<file path="src/rtl/prenc_rr_arb_pkg.sv">
// Shared types and helpers for the prenc_rr_arb registered priority arbiter.
// Imported by the interface, the encoder core and the arbiter top.
package prenc_pkg;

  typedef enum logic {IDLE = 1'b0, GRANT = 1'b1} arb_state_t;

  localparam logic MODE_FIXED = 1'b0;
  localparam logic MODE_RR    = 1'b1;

  // Index width that stays at least one bit wide for degenerate sizes.
  function automatic int idx_width(input int n);
    return (n < 2) ? 1 : $clog2(n);
  endfunction

endpackage

</file>
<file path="src/rtl/prenc_rr_arb_if.sv">
// Request/grant bundle between request sources (master) and the arbiter (slave).
interface prenc_rr_arb_if #(parameter int N = 8);
  import prenc_pkg::*;

  localparam int IW = idx_width(N);

  logic [N-1:0]  req;
  logic          mode_rr;
  logic          gnt_ready;
  logic          gnt_valid;
  logic [IW-1:0] gnt_idx;
  logic [N-1:0]  gnt_onehot;
  logic [IW-1:0] rr_ptr;

  modport master (
    output req, mode_rr, gnt_ready,
    input  gnt_valid, gnt_idx, gnt_onehot, rr_ptr
  );

  modport slave (
    input  req, mode_rr, gnt_ready,
    output gnt_valid, gnt_idx, gnt_onehot, rr_ptr
  );

endinterface

</file>
<file path="src/rtl/prenc_rr_arb_core.sv">
// Combinational priority encoder: index of the highest set bit plus an any flag.
module prenc_core
  import prenc_pkg::*;
#(
  parameter  int N  = 8,
  localparam int IW = idx_width(N)
) (
  input  logic [N-1:0]  vec,
  output logic [IW-1:0] idx,
  output logic          any
);

  // Ascending scan so the last (highest) set bit wins.
  always_comb begin
    idx = '0;
    any = 1'b0;
    for (int i = 0; i < N; i++) begin
      if (vec[i]) begin
        idx = IW'(i);
        any = 1'b1;
      end
    end
  end

endmodule

</file>
<file path="src/rtl/prenc_rr_arb.sv">
// Registered fixed-priority / round-robin arbiter with a valid/ready grant.
// A held grant is stable until accepted; accepts re-arbitrate in the same cycle.
module prenc_rr_arb
  import prenc_pkg::*;
#(
  parameter int N = 8
) (
  input  logic           clk,
  input  logic           rst,
  prenc_rr_arb_if.slave  bus
);

  localparam int IW = idx_width(N);

  arb_state_t    state_q, state_d;
  logic          gnt_valid_q, gnt_valid_d;
  logic [IW-1:0] gnt_idx_q, gnt_idx_d;
  logic [N-1:0]  gnt_onehot_q, gnt_onehot_d;
  logic [IW-1:0] rr_ptr_q, rr_ptr_d;

  logic            accept;
  int              rot;
  logic [2*N-1:0]  dbl_req;
  logic [N-1:0]    rot_req;
  logic [IW-1:0]   enc_idx;
  logic            enc_any;
  logic [IW-1:0]   win_idx;

  // Pointer moves first so re-arbitration after an accept sees the new priority.
  // Rotating left by N-1-ptr puts the pointer's line on the encoder's top bit.
  always_comb begin
    accept   = (state_q == GRANT) && bus.gnt_ready;
    rr_ptr_d = rr_ptr_q;
    if (accept && (bus.mode_rr == MODE_RR)) begin
      rr_ptr_d = (gnt_idx_q == '0) ? IW'(N - 1) : gnt_idx_q - IW'(1);
    end
    rot     = (bus.mode_rr == MODE_RR) ? (N - 1 - int'(rr_ptr_d)) : 0;
    dbl_req = {bus.req, bus.req} << rot;
    rot_req = dbl_req[2*N-1:N];
  end

  prenc_core #(.N(N)) u_core (
    .vec (rot_req),
    .idx (enc_idx),
    .any (enc_any)
  );

  always_comb begin
    win_idx      = IW'((int'(enc_idx) + N - rot) % N);
    state_d      = state_q;
    gnt_valid_d  = gnt_valid_q;
    gnt_idx_d    = gnt_idx_q;
    gnt_onehot_d = gnt_onehot_q;
    if ((state_q == IDLE) || accept) begin
      if (enc_any) begin
        state_d      = GRANT;
        gnt_valid_d  = 1'b1;
        gnt_idx_d    = win_idx;
        gnt_onehot_d = N'(1) << win_idx;
      end else begin
        state_d      = IDLE;
        gnt_valid_d  = 1'b0;
        gnt_onehot_d = '0;
      end
    end
  end

  always_ff @(posedge clk) begin
    if (rst) begin
      state_q      <= IDLE;
      gnt_valid_q  <= 1'b0;
      gnt_idx_q    <= '0;
      gnt_onehot_q <= '0;
      rr_ptr_q     <= IW'(N - 1);
    end else begin
      state_q      <= state_d;
      gnt_valid_q  <= gnt_valid_d;
      gnt_idx_q    <= gnt_idx_d;
      gnt_onehot_q <= gnt_onehot_d;
      rr_ptr_q     <= rr_ptr_d;
    end
  end

  assign bus.gnt_valid  = gnt_valid_q;
  assign bus.gnt_idx    = gnt_idx_q;
  assign bus.gnt_onehot = gnt_onehot_q;
  assign bus.rr_ptr     = rr_ptr_q;

endmodule

</file>
<file path="src/flat_wrapper.sv">
// flat-port wrapper written by rule: the top's interface ports become plain ports
module prenc_rr_arb_flat import prenc_pkg::*;
#(
  parameter int N = 8
)
  (clk, rst, bus_req, bus_mode_rr, bus_gnt_ready, bus_gnt_valid, bus_gnt_idx, bus_gnt_onehot, bus_rr_ptr);
  prenc_rr_arb_if #(.N(N)) bus_i ();
  input  logic clk;
  input  logic rst;
  input wire logic [$bits(bus_i.req)-1:0] bus_req;
  input wire logic [$bits(bus_i.mode_rr)-1:0] bus_mode_rr;
  input wire logic [$bits(bus_i.gnt_ready)-1:0] bus_gnt_ready;
  output wire logic [$bits(bus_i.gnt_valid)-1:0] bus_gnt_valid;
  output wire logic [$bits(bus_i.gnt_idx)-1:0] bus_gnt_idx;
  output wire logic [$bits(bus_i.gnt_onehot)-1:0] bus_gnt_onehot;
  output wire logic [$bits(bus_i.rr_ptr)-1:0] bus_rr_ptr;
  assign bus_i.req = bus_req;
  assign bus_i.mode_rr = bus_mode_rr;
  assign bus_i.gnt_ready = bus_gnt_ready;
  assign bus_gnt_valid = bus_i.gnt_valid;
  assign bus_gnt_idx = bus_i.gnt_idx;
  assign bus_gnt_onehot = bus_i.gnt_onehot;
  assign bus_rr_ptr = bus_i.rr_ptr;
  prenc_rr_arb #(.N(N)) u_core (.clk(clk), .rst(rst), .bus(bus_i));
endmodule
</file>
<file path="config.mk">
export PLATFORM = sky130hd
export DESIGN_NAME = prenc_rr_arb_flat
export DESIGN_NICKNAME = d
export VERILOG_FILES = /design/src/rtl/prenc_rr_arb_pkg.sv /design/src/rtl/prenc_rr_arb_if.sv /design/src/rtl/prenc_rr_arb_core.sv /design/src/rtl/prenc_rr_arb.sv /design/src/flat_wrapper.sv
export SDC_FILE = /design/constraint.sdc
export NUM_CORES = 1
export LEC_CHECK = 0
export BUFFER_PORTS_ARGS = -buffer_cell sky130_fd_sc_hd__buf_2
export CAP_MARGIN = 30
export CORE_ASPECT_RATIO = 1.25
export CORE_MARGIN = 4
export CORE_UTILIZATION = 35
export DETAILED_ROUTE_END_ITERATION = 10
export SLEW_MARGIN = 20
export SYNTH_ARGS = -nofsm -noshare
export SYNTH_HDL_FRONTEND = slang
export SYNTH_HIERARCHICAL = 1
export SYNTH_SLANG_ARGS = --single-unit
</file>
<file path="constraint.sdc">
create_clock -name clk -period 7.6 [get_ports clk]
set_input_delay 1.14 -clock clk [delete_from_list [all_inputs] [get_ports clk]]
set_output_delay 1.14 -clock clk [all_outputs]
set_load 0.1 [all_outputs]
</file>
Word-level counts from Yosys, hierarchy flattened --
Index checks and enable logic that the tools add are counted.
Cells by class: add/subtract/negate cells 4, shift-type cells 2, multiplexer cells 20, bitwise operators 1, reductions and logical operators 5
Operator list (count):
- $mux W32 | 1
- $shl A16 B32 Y16 | 1
- $mux W3 | 8
- $mux W1 | 10
- $mux W8 | 1
- $shl A1 B3 Y8 const A | 1
- $sub A3 B3 Y4 const A | 1
- $add A3 B1 Y3 const B | 1
- $logic_not A3 Y1 | 1
- $sub A3 B1 Y3 const B | 1
- $sub A3 B3 Y3 | 1
- $logic_and A1 B1 Y1 | 2
- $reduce_and A2 Y1 | 1
- $logic_or A1 B1 Y1 | 1
- $not A1 Y1 | 1
Word-level totals: flip-flop bits (word level) 15, bits of input ports 12, output and inout port bits 15, word-level logic and storage cells 36

Longest topological paths before layout --
Gate-level depths: netlist of the first run.
word-level depth 17, mapped depth 19, depth with buffers taken out 18

Hierarchy --
The synthesis of the first run kept the hierarchy.
By module, submodules not included:
- prenc_rr_arb | instances 1, cells an instance 102, area an instance 939.7 um^2, sequential area each 300.3 um^2
- prenc_core | instances 1, cells an instance 12, area an instance 57.6 um^2, sequential area each 0.0 um^2

Worst setup path before layout of the first run --
No wires, ideal clock.
kind reg2reg, start point reg u_core.gnt_idx_q[0], in the netlist u_core/bus.gnt_idx[0], end point reg u_core.gnt_onehot_q[2], in the netlist u_core/bus.gnt_onehot[2], setup time 62 ps, arrival 4247 ps, data required time 7538 ps, setup slack 3290 ps, stages on the path, launching flop included 18, buffers on the path 1, period minus slack after synthesis 4310 ps, path through dfxtp_1 inv_1 ha_1 ha_1 and3_1 o21a_1 buf_6 mux2_1 mux2i_1 mux2i_1 clkinv_1 a21oi_1 o31ai_1 inv_1 ha_1 fa_1 nor4b_1 a22o_1
On the way: elaborated cells between the ends (all ways) 26, classes of those cells add/sub: 4; shift: 2; mux: 19; reduce/logical: 1
RTL lines:
- start, declared | RTL line prenc_rr_arb.sv:17 | logic [IW-1:0] gnt_idx_q, gnt_idx_d;
- start signal, assigned | RTL line prenc_rr_arb.sv:78 | gnt_idx_q <= gnt_idx_d;
- $sub A3 B1 Y3 or $logic_not A3 Y1 (tied branches) | RTL line prenc_rr_arb.sv:35 | rr_ptr_d = (gnt_idx_q == '0) ? IW'(N - 1) : gnt_idx_q - IW'(1);
- $mux W3 * | RTL line prenc_rr_arb.sv:35
- $mux W3 * | RTL line prenc_rr_arb.sv:34 | if (accept && (bus.mode_rr == MODE_RR)) begin
- $sub A3 B3 Y4 * | RTL line prenc_rr_arb.sv:37 | rot = (bus.mode_rr == MODE_RR) ? (N - 1 - int'(rr_ptr_d)) : 0;
- $mux W32 * | RTL line prenc_rr_arb.sv:37
- $shl A16 B32 Y16 * | RTL line prenc_rr_arb.sv:38 | dbl_req = {bus.req, bus.req} << rot;
- named net u_core.dbl_req[10] | RTL line prenc_rr_arb.sv:23 | logic [2*N-1:0] dbl_req;
- $mux W3 * (6 in a row) | RTL line prenc_rr_arb_core.sv:18 | if (vec[i]) begin
- named net u_core.enc_idx[0] | RTL line prenc_rr_arb.sv:25 | logic [IW-1:0] enc_idx;
- $add A3 B1 Y3 * | RTL line prenc_rr_arb.sv:49 | win_idx = IW'((int'(enc_idx) + N - rot) % N);
- $sub A3 B3 Y3 * | RTL line prenc_rr_arb.sv:49
- $shl A1 B3 Y8 * | RTL line prenc_rr_arb.sv:59 | gnt_onehot_d = N'(1) << win_idx;
- $mux W8 * | RTL line prenc_rr_arb.sv:55 | if (enc_any) begin
- end signal, assigned | RTL line prenc_rr_arb.sv:79 | gnt_onehot_q <= gnt_onehot_d;
- end, declared | RTL line prenc_rr_arb.sv:18 | logic [N-1:0] gnt_onehot_q, gnt_onehot_d;
Mark *: on every way through the listed nets, which the timed path passes. The rest lies on a longest branch. A chain may end at the register's enable or synchronous reset.

Worst setup path after layout of the first run --
start point in bus_gnt_ready, end point reg u_core.gnt_onehot_q[6], in the netlist u_core/bus.gnt_onehot[6]
On the way: elaborated cells between the ends (all ways) 26, classes of those cells add/sub: 3; shift: 2; mux: 18; reduce/logical: 3
RTL lines:
- start, declared | RTL line flat_wrapper.sv:12 | input wire logic [$bits(bus_i.gnt_ready)-1:0] bus_gnt_ready;
- $logic_and A1 B1 Y1 | RTL line prenc_rr_arb.sv:32 | accept = (state_q == GRANT) && bus.gnt_ready;
- $logic_and A1 B1 Y1 | RTL line prenc_rr_arb.sv:34
- $mux W3 | RTL line prenc_rr_arb.sv:34
- $sub A3 B3 Y4 | RTL line prenc_rr_arb.sv:37
- $mux W32 | RTL line prenc_rr_arb.sv:37
- $shl A16 B32 Y16 | RTL line prenc_rr_arb.sv:38
- named net u_core.dbl_req[10] | RTL line prenc_rr_arb.sv:23
- $mux W3 (6 in a row) | RTL line prenc_rr_arb_core.sv:18
- named net u_core.enc_idx[0] | RTL line prenc_rr_arb.sv:25
- $add A3 B1 Y3 | RTL line prenc_rr_arb.sv:49
- $sub A3 B3 Y3 | RTL line prenc_rr_arb.sv:49
- $shl A1 B3 Y8 | RTL line prenc_rr_arb.sv:59
- $mux W8 | RTL line prenc_rr_arb.sv:55
The timed path passes the listed nets, and every way through them passes these cells.

==> results of run 1 <==
==> report_power, final <==
part,switching [uW],internal [uW]
clock network,23.5,20.3
logic,104,36.7
registers,5.00,86.9
total,133,144
==> cells by family (layout without fill, tap and decap cells) <==
| kind of cell | count (synthesis) | count (layout) | share of synthesized area (%) |
|---|---|---|---|
| buffers and inverters | 13 | 41 | 5.770 |
| muxes | 25 | 25 | 26.10 |
| adders and majority gates | 4 | 4 | 5.772 |
| DFF | 15 | 15 | 30.11 |
| xor gates and xnor gates | 3 | 3 | 2.635 |
| AOI/OAI and AO/OA | 22 | 22 | 15.43 |
| and+or+nand+nor | 32 | 32 | 14.18 |
==> path summary, 6_finish.rpt <==
check,from,to,slack (ns),cells past startpoint
max,bus_gnt_ready,u_core/bus.gnt_onehot[6],3.49,14
min,u_core/bus.gnt_onehot[5],u_core/bus.gnt_onehot[5],0.45,2
max reg2reg,u_core/bus.gnt_idx[0],u_core/bus.gnt_onehot[6],3.56,16
min reg2reg,u_core/bus.gnt_onehot[5],u_core/bus.gnt_onehot[5],0.45,2
==> cell type report <==
class	instances	area [um^2]	area share, %
multi-input cells	86	639.4	54.02
flip-flops and latches	15	300.3	25.37
repair buffers	27	137.6	11.63
well taps	34	42.54	3.594
inverters	10	37.54	3.171
clock buffers	4	26.28	2.220
==> per-stage QoR <==
stage	instance area [um^2]	setup WS [ns]	util, %
final	1184	3.486	43.74
after global placement	1150	3.184	42.49
after floorplan	997.2	3.290	-
after global routing	1184	3.232	43.74
after detailed placement	1150	3.122	42.49
after CTS	1176	3.408	43.46
==> critical path, stage by stage <==
cell and delay (ns):
buf_2 0.12, a21oi_1 0.15, o21a_1 0.42, mux2_1 0.41, mux2i_1 0.19, mux2i_1 0.12
clkinv_1 0.06, a21oi_1 0.05, o31ai_1 0.21, inv_1 0.07, ha_1 0.21, fa_1 0.51
nor4b_1 0.46, a22o_1 0.21
==> state kept, by name, indices dropped and copies added (netlist names) <==
signal	count
u_core/bus.gnt_onehot	8
u_core/bus.gnt_idx	3
u_core/bus.rr_ptr	3
u_core/bus.gnt_valid	1
==> cells in the mapped netlist (2+ instances only) <==
master	n
a211o_1	3
o31ai_1	2
nand3_1	2
mux2_1	7
dfxtp_1	15
nand2_1	9
nor2_1	15
a22o_1	4
o21ai_0	4
ha_1	3
mux2i_1	17
a21oi_1	6
inv_1	9
xnor2_1	2
==> per-layer routing <==
metal	up-vias	track usage, %	share of wire [%]
met3	4	1.912	6.1
li1	460	-	-
met1	415	11.44	42
met5	-	0	0
met4	0	9.119	2.2
met2	24	22.63	50
==> reports/results.txt, run 1 <==
Run status = complete, no violations
Distinct cell type count after synthesis = 30
Layout area overhead = 18.70%
CTS Hold Bufs = 0
Num CTS Buffers = 3
CTS Buffer Depth = 2
Top cell type's share of synthesized area = 30.11%
TritonCTS clock tree = done
GRT Resource Usage Total = 11.85%
DRT Wirelength = 2114 um
Ports = 27
Vias per cell = 5.131
Final hold violations = 0
Global route overflow = 0
Final std cells w/o fill = 176
Number of flops mapped to enable cells by yosys = 0
ANT nets after route = 0
Via count = 903
Ys flop type = dfxtp_1
Synth Cell Area = 997.2 um^2
Final setup vio count = 0
Worst Clk Skew = 0.005795 ns
Leakage = 0.0006347 uW
H-tree depth = 1
# rows = 21
Total power = 276.4 uW
Worst IR drop on VDD = 98.44 uV
Share of layout cells above drive strength 1 = 22.54%
Net Count, Synth = 130
Setup bufs post-CTS = 0
# clock sinks = 15
Initial Util = 36.85%
Critical Path RT = 7.82 ns
DRC errors left = 0
Hold_ws = 0.4480 ns
Final Net Count = 159
Post-Synthesis Cells = 114
Clock Latency Late Sink = 0.28 ns
Die width = 55.74 um
Crit path DAT = 4.33 ns
Vias in the first global route = 891
Diode count = 0
Die Y = 67.68 um
Relative slew slack = 67.11%
Total die area = 3772 um^2
Post-synthesis sequential area ratio = 30.11%
DRT Pass-1 Iters = 4
Crit path launch type = primary input
Wire per inst = 12.01 um
IO Port Bufs = 26
Highest clock rate = 243.1 MHz
RSZ-0062 raised after global routing = no
Final GP Congestion = 0.8693
DRT iter0 DRCs = 20
Synth Warn # = 6
Yosys top cell by area = dfxtp_1
Core Footprint = 2706 um^2
DP Cell Count = 171
Max-cap viol count = 0
Async S/R FF share, synth = 0%
First-pass GRT wire length = 3588 um
Tightest Pin Transition = 0.4916 ns
Fin. max-slew vios = 0
Largest net degree at the start of global routing = 12
Top cells by area, synth = dfxtp_1, mux2i_1, mux2_1
Crit path kind = in2reg
Filler Cell Count = 274
Reg clk slew, reported paths = 0.08 ns
Worst hold path type = reg2reg
Crit-path max FO = 10
CP Capture Type = register
Initial antenna violation count = 0
Commonest non-fill, non-tap cells in the layout = buf_2, mux2i_1, nor2_1, dfxtp_1
Root buf cell = clkbuf_4
PwrDens = 233.6 nW/um^2
Dpl hpwl = 1765 um
Most common cell after layout, fill and taps aside = buf_2
Yosys reg bits = 15
Fin Setup TNS = 0 ns
Shortest period the worst path allows = 4.114 ns
Period utilisation layout = 54.13%
Average size of a mapped cell = 8.747 um^2
Cts repair resizes = 0
(Power assumes the default switching activity.)
==> run 2: changes to the inputs <==
==> constraint.sdc (replaced) <==
create_clock -name clk -period 3.9 [get_ports clk]
set_input_delay 0.585 -clock clk [delete_from_list [all_inputs] [get_ports clk]]
set_output_delay 0.585 -clock clk [all_outputs]
set_load 0.1 [all_outputs]
==> reports/results.txt, run 2 (synthesized netlist as in run 1, its figures left out) <==
CTS Hold Bufs = 0 (unchanged)
Reg clk slew, reported paths = 0.09 ns (about the same)
Period utilisation layout = 95.56%
Initial antenna violation count = 0 (unchanged)
Global route overflow = 0 (unchanged)
Register area = 309.0 um^2 (+2.9%)
Fin Setup TNS = 0 ns (unchanged)
Filler Cell Count = 292 (+6.6%)
Layout area overhead = 30.11%
H-tree depth = 1 (unchanged)
Vias per cell = 5.224 (+1.8%)
Via count = 956 (+5.9%)
Worst Clk Skew = 0.009114 ns (+0.003319 ns)
Dpl hpwl = 1775 um (+0.57%)
ANT nets after route = 0 (unchanged)
Die width = 55.74 um (unchanged)
Total power = 574.3 uW (+110%)
Worst IR drop on VDD = 198.7 uV (+100%)
Crit-path max FO = 5 (-5)
Reg2Reg Depth = 18 (+2)
Worst path slowest cell = dfxtp_4
Core Footprint = 2706 um^2 (unchanged)
Commonest non-fill, non-tap cells in the layout = buf_2, mux2i_1, nor2_1, dfxtp_1
Hold_ws = 0.4539 ns (+0.005886 ns)
Shortest period the worst path allows = 3.727 ns
GRT Resource Usage Total = 12.28% (+0.43 points)
First-pass GRT wire length = 3788 um (+5.6%)
CP Depth = 18 (+4)
Slowest stage delay, CP = 0.36 ns (-0.15 ns)
Clock Latency Late Sink = 0.28 ns (about the same)
Most common cell after layout, fill and taps aside = buf_2
# rows = 21 (unchanged)
CTS Buffer Depth = 2 (unchanged)
Final setup vio count = 0 (unchanged)
Run status = complete, no violations
DRT iter0 DRCs = 7 (-65%)
IO Port Bufs = 26 (unchanged)
Vias in the first global route = 921 (+3.4%)
Initial Util = 36.85% (unchanged)
Worst path top cell family by delay = adder cells
Crit path DAT = 3.89 ns (-0.44 ns)
Tightest Pin Transition = 0.5078 ns (+0.01624 ns)
Share of layout cells above drive strength 1 = 34.90% (+12 points)
Crit path kind = reg2reg
Largest net degree at the start of global routing = 12 (unchanged)
PwrDens = 442.6 nW/um^2 (+90%)
Final setup margin = 0.1734 ns (-3.313 ns)
Die Y = 67.68 um (unchanged)
Leakage = 0.0006771 uW (+6.7%)
Final Util = 47.94% (+4.2 points)
Relative slew slack = 66.02% (-1.1 points)
Final Net Count = 166 (+4.4%)
DRT Pass-1 Iters = 4 (unchanged)
Wire per inst = 12.86 um (+7.0%)
Multi-input gate area in the final layout = 699.4 um^2 (+9.4%)
Crit path launch type = register
Ports = 27 (unchanged)
Total die area = 3772 um^2 (unchanged)
DRT Wirelength = 2353 um (+11%)
Diode count = 0 (unchanged)
CP Capture Type = register
Hold Path Cell Cnt = 2 (unchanged)
Most common cell on crit path = ha_1
Final GP Congestion = 0.8708 (+0.17%)
Num CTS Buffers = 3 (unchanged)
Fin. max-slew vios = 0 (unchanged)
TritonCTS clock tree = done
Pre-CTS setup slack = -0.1041 ns (-3.226 ns)
Critical Path RT = 4.07 ns (-3.75 ns)
Highest clock rate = 268.3 MHz
Buffers & Inverters on Critical Path = 4 (+1)
Root buf cell = clkbuf_4
Max reg flops = 8 (unchanged)
Max-cap viol count = 0 (unchanged)
DRC errors left = 0 (unchanged)
Final hold violations = 0 (unchanged)
Worst hold path type = reg2reg
# clock sinks = 15 (unchanged)
CP cell instances = inv_1 > ha_1 > ha_1 > and3_4 > o21a_4 > mux2_1 > mux2i_1 > mux2i_1 > clkinv_1 > a21oi_1 > o31ai_1 > inv_1 > ha_1 > fa_2 > xnor2_2 > buf_4 > xnor2_4 > a22o_1
-- run 2: final cells by class --
| cell class | instances | area share [%] |
|---|---|---|
| Inverter | 10 | 2.893 |
| Sequential cell | 15 | 23.82 |
| Multi-Input combinational cell | 87 | 53.91 |
| Clock buffer | 4 | 2.025 |
| Tap cell | 34 | 3.279 |
| Timing Repair Buffer | 33 | 14.08 |
-- run 2: power by group --
group | switching, uW | total (uW) | internal [uW]
registers | 9.52 | 180 | 171
logic | 214 | 307 | 93.1
clock network | 47.5 | 87.1 | 39.6
total | 271 | 574 | 303
-- run 2: through the flow --
| step | cell area [um^2] | instances |
|---|---|---|
| finish | 1297 | 183 |
| global route | 1297 | 183 |
| CTS | 1215 | 178 |
| detailed placement | 1181 | 174 |
| global placement | 1181 | 174 |
| floorplan | 1006 | 114 |
-- run 2: final timing paths --
check                                 from                        to  slack [ns]
setup / recovery     u_core/bus.gnt_idx[0]  u_core/bus.gnt_onehot[6]        0.17
setup reg to reg     u_core/bus.gnt_idx[0]  u_core/bus.gnt_onehot[6]        0.17
hold / removal    u_core/bus.gnt_onehot[5]  u_core/bus.gnt_onehot[5]        0.45
hold reg to reg   u_core/bus.gnt_onehot[5]  u_core/bus.gnt_onehot[5]        0.45
-- run 2: metal layers --
metal | share of wire (%) | GRT usage [%] | vias up
met5 | 0 | 0 | -
met4 | 2.0 | 5.775 | 0
met3 | 4.5 | 1.912 | 4
met2 | 51 | 23.96 | 24
met1 | 42 | 12.88 | 451
li1 | - | - | 477
-- run 2: what timing repair did --
item	in CTS	in global routing
setup buffers	0	4
gates cloned	0	1
endpoints found under the setup margin	9	9
resized for setup	2	10
pin swaps	0	3
-- run 2: worst reg2reg max path, delay by kind of cell, from the launching register on --
kind                     cells  cell delay [ns]
adder cells (fa/ha/maj)      4             1.04
XOR/XNOR                     2             0.30
buffers and inverters        4             0.34
flip-flops                   1             0.36
AO/OA/AOI/OAI                4             0.74
multiplexers                 3             0.66
AND/OR/NAND/NOR              1             0.18
